`src/rtl/operand_stage_pkg.sv`:
```
// -----------------------------------------------------------------------------
// operand_stage_pkg
// Shared definitions for the RV32I integer ALU path: base opcodes, funct7
// variants, the 4-bit ALU operation encoding (also used by the ALU), and the
// operand-stage decoder.
// decode_instr() returns legality, ALU operation, which source registers are
// read, and the immediate that replaces rs2 for OP-IMM.
// -----------------------------------------------------------------------------
package operand_stage_pkg;

    localparam logic [6:0] OPCODE_OP     = 7'b0110011;
    localparam logic [6:0] OPCODE_OP_IMM = 7'b0010011;

    localparam logic [6:0] FUNCT7_BASE = 7'b0000000;
    localparam logic [6:0] FUNCT7_ALT  = 7'b0100000;

    // Encoding is {funct7[5], funct3} so the ALU can decode it directly.
    typedef enum logic [3:0] {
        ALU_ADD  = 4'b0000,
        ALU_SLL  = 4'b0001,
        ALU_SLT  = 4'b0010,
        ALU_SLTU = 4'b0011,
        ALU_XOR  = 4'b0100,
        ALU_SRL  = 4'b0101,
        ALU_OR   = 4'b0110,
        ALU_AND  = 4'b0111,
        ALU_SUB  = 4'b1000,
        ALU_SRA  = 4'b1101
    } alu_op_e;

    typedef struct packed {
        logic        legal;
        logic [3:0]  op;
        logic        use_rs1;
        logic        use_rs2;
        logic        imm_sel;   // operand2 comes from imm instead of rs2
        logic [31:0] imm;
    } decode_t;

    function automatic decode_t decode_instr(input logic [31:0] instr);
        decode_t    d;
        logic [2:0] f3;
        logic [6:0] f7;
        f3        = instr[14:12];
        f7        = instr[31:25];
        d.legal   = 1'b0;
        d.op      = ALU_ADD;
        d.use_rs1 = 1'b0;
        d.use_rs2 = 1'b0;
        d.imm_sel = 1'b0;
        d.imm     = {{20{instr[31]}}, instr[31:20]};
        case (instr[6:0])
            OPCODE_OP: begin
                d.op      = {instr[30], f3};
                d.use_rs1 = 1'b1;
                d.use_rs2 = 1'b1;
                if (f7 == FUNCT7_BASE) begin
                    d.legal = (f3 != 3'b010) && (f3 != 3'b011);
                end else if (f7 == FUNCT7_ALT) begin
                    d.legal = (f3 == 3'b000) || (f3 == 3'b101);
                end
            end
            OPCODE_OP_IMM: begin
                d.op      = {1'b0, f3};
                d.use_rs1 = 1'b1;
                d.imm_sel = 1'b1;
                case (f3)
                    3'b010, 3'b011: d.legal = 1'b0;
                    3'b001: begin
                        d.legal = (f7 == FUNCT7_BASE);
                        d.imm   = {27'd0, instr[24:20]};
                    end
                    3'b101: begin
                        // imm[10] selects arithmetic shift; only shamt reaches the ALU
                        d.legal = (f7 == FUNCT7_BASE) || (f7 == FUNCT7_ALT);
                        d.op    = {instr[30], f3};
                        d.imm   = {27'd0, instr[24:20]};
                    end
                    default: d.legal = 1'b1;
                endcase
            end
            default: d.legal = 1'b0;
        endcase
        // An illegal instruction reads nothing, so it can never stall on a hazard.
        if (!d.legal) begin
            d.use_rs1 = 1'b0;
            d.use_rs2 = 1'b0;
        end
        return d;
    endfunction

endpackage

```
`src/rtl/register_file.sv`:
```
// -----------------------------------------------------------------------------
// register_file
// 32 x 32-bit integer register file. x0 reads as zero and ignores writes.
// Ports: clock; rs1_addr/rs2_addr -> rs1_data/rs2_data (combinational reads);
//        wr_en, wr_addr, wr_data (synchronous write on rising clock).
// Contents are not reset.
// -----------------------------------------------------------------------------
module register_file (
    input  logic        clock,
    input  logic [4:0]  rs1_addr,
    input  logic [4:0]  rs2_addr,
    output logic [31:0] rs1_data,
    output logic [31:0] rs2_data,
    input  logic        wr_en,
    input  logic [4:0]  wr_addr,
    input  logic [31:0] wr_data
);

    logic [31:0] mem_q [32];

    always_ff @(posedge clock) begin
        if (wr_en && (wr_addr != 5'd0)) begin
            mem_q[wr_addr] <= wr_data;
        end
    end

    assign rs1_data = (rs1_addr == 5'd0) ? 32'd0 : mem_q[rs1_addr];
    assign rs2_data = (rs2_addr == 5'd0) ? 32'd0 : mem_q[rs2_addr];

endmodule

```
`src/rtl/operand_stage.sv`:
```
// -----------------------------------------------------------------------------
// operand_stage
// Decodes RV32I OP / OP-IMM instructions, reads operands (with writeback
// bypass), tracks in-flight destinations in a busy scoreboard and presents
// ALU fields through a valid/ready output register.
// Ports: clock, reset (async, active-high);
//        in_valid/in_ready/instruction   - instruction input handshake;
//        out_valid/out_ready/operation/operand1/operand2/out_rd - ALU fields;
//        illegal  - one-cycle pulse after an unsupported instruction is taken;
//        wb_valid/wb_rd/wb_data - register file write / bypass / busy clear.
// -----------------------------------------------------------------------------
module operand_stage
    import operand_stage_pkg::*;
#(
    parameter logic [3:0] RESET_OPERATION = 4'b0000
) (
    input  logic        clock,
    input  logic        reset,
    input  logic        in_valid,
    output logic        in_ready,
    input  logic [31:0] instruction,
    output logic        out_valid,
    input  logic        out_ready,
    output logic [3:0]  operation,
    output logic [31:0] operand1,
    output logic [31:0] operand2,
    output logic [4:0]  out_rd,
    output logic        illegal,
    input  logic        wb_valid,
    input  logic [4:0]  wb_rd,
    input  logic [31:0] wb_data
);

    decode_t     dec;
    logic [4:0]  rs1_addr;
    logic [4:0]  rs2_addr;
    logic [4:0]  rd_addr;
    logic [31:0] rf_rs1_data;
    logic [31:0] rf_rs2_data;
    logic [31:0] rs1_value;
    logic [31:0] rs2_value;
    logic        wb_live;
    logic        bypass_rs1;
    logic        bypass_rs2;
    logic        hazard;
    logic        accept;
    logic        issue;

    logic        out_valid_q, out_valid_d;
    logic        illegal_q,   illegal_d;
    logic [3:0]  operation_q, operation_d;
    logic [31:0] operand1_q,  operand1_d;
    logic [31:0] operand2_q,  operand2_d;
    logic [4:0]  out_rd_q,    out_rd_d;
    logic [31:0] busy_q,      busy_d;

    assign dec      = decode_instr(instruction);
    assign rs1_addr = instruction[19:15];
    assign rs2_addr = instruction[24:20];
    assign rd_addr  = instruction[11:7];

    register_file u_register_file (
        .clock    (clock),
        .rs1_addr (rs1_addr),
        .rs2_addr (rs2_addr),
        .rs1_data (rf_rs1_data),
        .rs2_data (rf_rs2_data),
        .wr_en    (wb_valid),
        .wr_addr  (wb_rd),
        .wr_data  (wb_data)
    );

    // A writeback landing this cycle is forwarded, so its register is neither
    // stale in the array nor a hazard.
    assign wb_live    = wb_valid && (wb_rd != 5'd0);
    assign bypass_rs1 = wb_live && (wb_rd == rs1_addr);
    assign bypass_rs2 = wb_live && (wb_rd == rs2_addr);
    assign rs1_value  = bypass_rs1 ? wb_data : rf_rs1_data;
    assign rs2_value  = bypass_rs2 ? wb_data : rf_rs2_data;

    assign hazard = (dec.use_rs1 && busy_q[rs1_addr] && !bypass_rs1)
                 || (dec.use_rs2 && busy_q[rs2_addr] && !bypass_rs2);

    assign in_ready = !reset && (!out_valid_q || out_ready) && !hazard;
    assign accept   = in_valid && in_ready;
    assign issue    = accept && dec.legal;

    always_comb begin
        out_valid_d = out_valid_q;
        operation_d = operation_q;
        operand1_d  = operand1_q;
        operand2_d  = operand2_q;
        out_rd_d    = out_rd_q;
        illegal_d   = accept && !dec.legal;
        busy_d      = busy_q;

        if (issue) begin
            out_valid_d = 1'b1;
            operation_d = dec.op;
            operand1_d  = rs1_value;
            operand2_d  = dec.imm_sel ? dec.imm : rs2_value;
            out_rd_d    = rd_addr;
        end else if (out_ready) begin
            out_valid_d = 1'b0;
        end

        // Set is applied after clear so a same-register collision stays busy.
        if (wb_valid) begin
            busy_d[wb_rd] = 1'b0;
        end
        if (issue && (rd_addr != 5'd0)) begin
            busy_d[rd_addr] = 1'b1;
        end
    end

    always_ff @(posedge clock or posedge reset) begin
        if (reset) begin
            out_valid_q <= 1'b0;
            illegal_q   <= 1'b0;
            operation_q <= RESET_OPERATION;
            operand1_q  <= 32'd0;
            operand2_q  <= 32'd0;
            out_rd_q    <= 5'd0;
            busy_q      <= 32'd0;
        end else begin
            out_valid_q <= out_valid_d;
            illegal_q   <= illegal_d;
            operation_q <= operation_d;
            operand1_q  <= operand1_d;
            operand2_q  <= operand2_d;
            out_rd_q    <= out_rd_d;
            busy_q      <= busy_d;
        end
    end

    assign out_valid = out_valid_q;
    assign illegal   = illegal_q;
    assign operation = operation_q;
    assign operand1  = operand1_q;
    assign operand2  = operand2_q;
    assign out_rd    = out_rd_q;

endmodule

```
`config.mk`:
```
export PLATFORM = sky130hd
export DESIGN_NAME = operand_stage
export DESIGN_NICKNAME = d
export VERILOG_FILES = /design/src/rtl/operand_stage_pkg.sv /design/src/rtl/register_file.sv /design/src/rtl/operand_stage.sv
export SDC_FILE = /design/constraint.sdc
export NUM_CORES = 1
export LEC_CHECK = 0
export CELL_PAD_IN_SITES_DETAIL_PLACEMENT = 1
export CELL_PAD_IN_SITES_GLOBAL_PLACEMENT = 1
export CORE_ASPECT_RATIO = 0.7
export CORE_MARGIN = 5
export CORE_UTILIZATION = 49
export CTS_CLUSTER_SIZE = 40
export DETAILED_ROUTE_END_ITERATION = 10
export PLACE_DENSITY = 0.73
export SKIP_CTS_REPAIR_TIMING = 1
export SYNTH_ARGS = -nofsm -noshare
export SYNTH_HDL_FRONTEND = slang
export SYNTH_SLANG_ARGS = --single-unit
```
`constraint.sdc`:
```
create_clock -name clock -period 3.4 [get_ports clock]
set_clock_uncertainty 0.05 [all_clocks]
set_input_delay 0.68 -clock clock [delete_from_list [all_inputs] [get_ports clock]]
set_output_delay 0.68 -clock clock [all_outputs]
set_load 0.02 [all_outputs]
```
==> results of run 1 <==
## sequential cells by signal, indices dropped and copies added, names as in the netlist
name / count
operand2: 32
out_valid: 1
operation: 4
illegal: 1
operand1: 32
busy_q: 32
u_register_file.mem_q: 1024
out_rd: 5
## layer usage
| layer | track usage | share of wire | routed length (µm) | vias up |
|---|---|---|---|---|
| met5 | 0 | 0.00015 | 27 | - |
| met3 | 0.07196 | 0.11 | 20250 | 452 |
| li1 | - | - | - | 12780 |
| met1 | 0.4522 | 0.38 | 71050 | 18100 |
| met4 | 0.1283 | 0.046 | 8516 | 4 |
| met2 | 0.4968 | 0.46 | 85920 | 2413 |
## through the flow
step | hold WS (ns) | total power, W | utilization
4_1_cts | 0.4346 | 0.03151 | 0.5890
5_1_grt | 0.4721 | 0.03233 | 0.5893
2_1_floorplan | 0.4248 | 0.01744 | -
6_report | 0.4419 | 0.03143 | 0.5893
3_5_place_dp | 0.4408 | 0.01892 | 0.5543
3_3_place_gp | 0.4294 | 0.01880 | 0.5543
## synthesized netlist by cell type, types with 10 or more instances
master    number  area, µm²
buf_2         65      325.3
o22ai_1       37      231.5
dfrtp_1      107       2678
nor3_1        10      50.05
edfxtp_1    1024      30750
a21oi_1       23      115.1
mux4_2       533      12000
o31ai_1       15      112.6
xnor2_1       10      87.58
a221oi_1      38      332.8
nand2_1       66      247.7
buf_1         32      120.1
clkbuf_1     112      420.4
mux2i_1      124       1241
o21bai_1      11      82.58
a221o_1       39      390.4
a22oi_1       54      405.4
buf_4         13      97.59
nor2_1       203      762.0
nor2b_1       38      237.7
mux2_2        77      867.1
nand3_1       12      60.06
o21ai_0       71      355.3
inv_1         13      48.80
## power by group
| part | total, W | switching [W] | internal (W) |
|---|---|---|---|
| logic | 0.00321 | 0.00179 | 0.00142 |
| clock network | 0.0127 | 0.00539 | 0.00734 |
| registers | 0.0155 | 0.000115 | 0.0154 |
| total | 0.0314 | 0.00729 | 0.0241 |
## worst reg2reg max path, stage by stage (launching register included)
cell      delay, ns
dfrtp_1        0.42
mux4_2         0.50
mux4_2         0.51
nor2_4         0.14
a211oi_4       0.06
buf_4          0.17
a311oi_4       0.28
buf_12         0.22
buf_12         0.21
mux2_2         0.40
## final timing paths
path | from | endpoint | slack [ns]
worst min-delay path | reset | operation[1] | 0.44
worst max register to register | busy_q[23] | operand2[14] | 0.33
worst max-delay path | busy_q[23] | in_ready | -0.12
min in group clock | operand1[10] | operand1[10] | 0.45
max in group asynchronous | reset | operand2[28] | 2.04
worst min register to register | operand1[10] | operand1[10] | 0.45
## logic make-up (layout without fill, tap and decap cells)
logic type,Yosys count,after routing,synth area share
other,1,35,0.00007079
buffers and inverters,241,691,0.02027
XOR/XNOR,10,10,0.001653
AO/OA/AOI/OAI,354,354,0.04913
AND/OR/NAND/NOR,368,368,0.03066
multiplexers,737,737,0.2672
flip-flops,1131,1131,0.6310
## final cells by class
type,count,share of cell area
Antenna cell,3,0.0001192
Clock buffer,159,0.04944
Clock inverter,50,0.009458
Inverter,15,0.0009935
Multi-Input combinational cell,1501,0.3001
Sequential cell,1131,0.5309
Tap cell,1428,0.02837
Timing Repair Buffer,467,0.08067
==> impl_results.md, run 1 <==
* Die area at 114,900 µm²
* Die span in y at 285.1 µm
* Pin count of the biggest net entering global routing at 99
* Critical path, cell by cell: mux4_2 -> mux4_2 -> nor2_4 -> a211oi_4 -> a31oi_2 -> o21a_1 -> buf_6
* Vias at 33,750
* Vias in the first global route at 35,300
* Final setup vio count at 1
* Root Buffer: clkbuf_16
* CP dominant cell by count: mux4_2
* CTS buffer count at 110
* Fillers at 9,276
* Area of the multi-input gates at 18,900 µm²
* EDFF count, synth at 1,024
* First-pass GRT wire length at 265,100 µm
* Die width at 403.0 µm
* Top_reg_cell synth: edfxtp_1
* TritonCTS clock tree: yes
* Fin crit period at 3.521 ns
* Least-Margin Pin Slew at 0.9165 ns
* Post-synth cell types at 63
* Starting Density at 0.4957
* Via density per instance at 7.099
* Syn_area_per_cell at 18.64 µm²
* Highest Clock Rate at 284.0 MHz
* TritonRoute pass-1 iters at 6
* Placer Congestion at 0.8874
* Asr flop ratio synth at 0.09461
* Slew Limit Fails at 0
* TritonCTS sink count at 1,131
* FF+latch area at 33,430 µm²
* Worst Setup Start Kind: register
* Setup crit end kind: output pin
* Synth Cell Area at 52,970 µm²
* Post-Layout Cell Count at 4,754
* Leakage at 21.08 nW
* Crit Path Category: reg2out
* Mapped Cells at 2,842
* R2R depth at 9
* Slowest CP cell: mux4_2
* Commonest non-fill, non-tap cell in the layout: edfxtp_1
* Clock Latency Late Sink at 0.72 ns
* FP Rows at 100
* Synth warnings at 0
* Most frequent cells in the layout: edfxtp_1 (1,024), mux4_2 (533), buf_4 (225)
* Final instance area at 62,970 µm²
* Post-route ant nets at 0
* Seq/Total Area, Yosys at 0.6310
* Worst hold path class: in2async
* NumNets Final at 3,300
* Worst Path Arrival at 2.79 ns
* Part of the cycle the worst path needs at 1.036
* Drt wl/cell at 39.08 µm
* Dpl cells at 4,542
* Critical path depth in cells at 7
* Initial antenna violation count at 8
* Status: finished, violations left
* Relative slew slack at 0.3839
* Worst path bufs/invs at 1
* DRC violations left at 0
* IO Count at 150
* Wire length after detailed routing at 185,800 µm
* GRT Util Overall at 0.3222
* I/O Buffers at 149
* Top Family by Delay on Critical Path: multiplexers
* Crit Path Max Fanout at 3
* Overflow after GRT at 0
* VDD IR max at 0.0004159 V
* Max cap viols at 0
* P&R area growth vs syn at 18.87%
* Cell area power density at 499.2 nW/µm²
* CTS Buffer Depth at 3
* Fin Setup TNS at -0.1210 ns
* Register bit total from synthesis at 1,131
* Setup WS pre-CTS at -0.4669 ns
* Max incr delay on CP at 0.51 ns
* Share of cells above drive strength 1 at 0.3443
* Violations in the final reports: setup timing
* Clock transition at path regs at 0.06 ns
* RSZ-0062 raised after global routing: yes
* Core footprint at 106,900 µm²
* DRT iter0 DRCs at 4,624
* Worst Path Required at 2.67 ns
* Fin worst setup slack at -0.1210 ns
* CTS H-tree depth at 3
* Placed Area at 59,220 µm²
* Dpl hpwl at 113,300 µm
* Fin. Hold Viols at 0
Power figures use the tool's default switching activity.
==> run 2: changes to the inputs <==
- SLEW_MARGIN: default -> 20
==> results of run 2 <==
No change in the layout: final DEF, timing and power equal those of run 1.
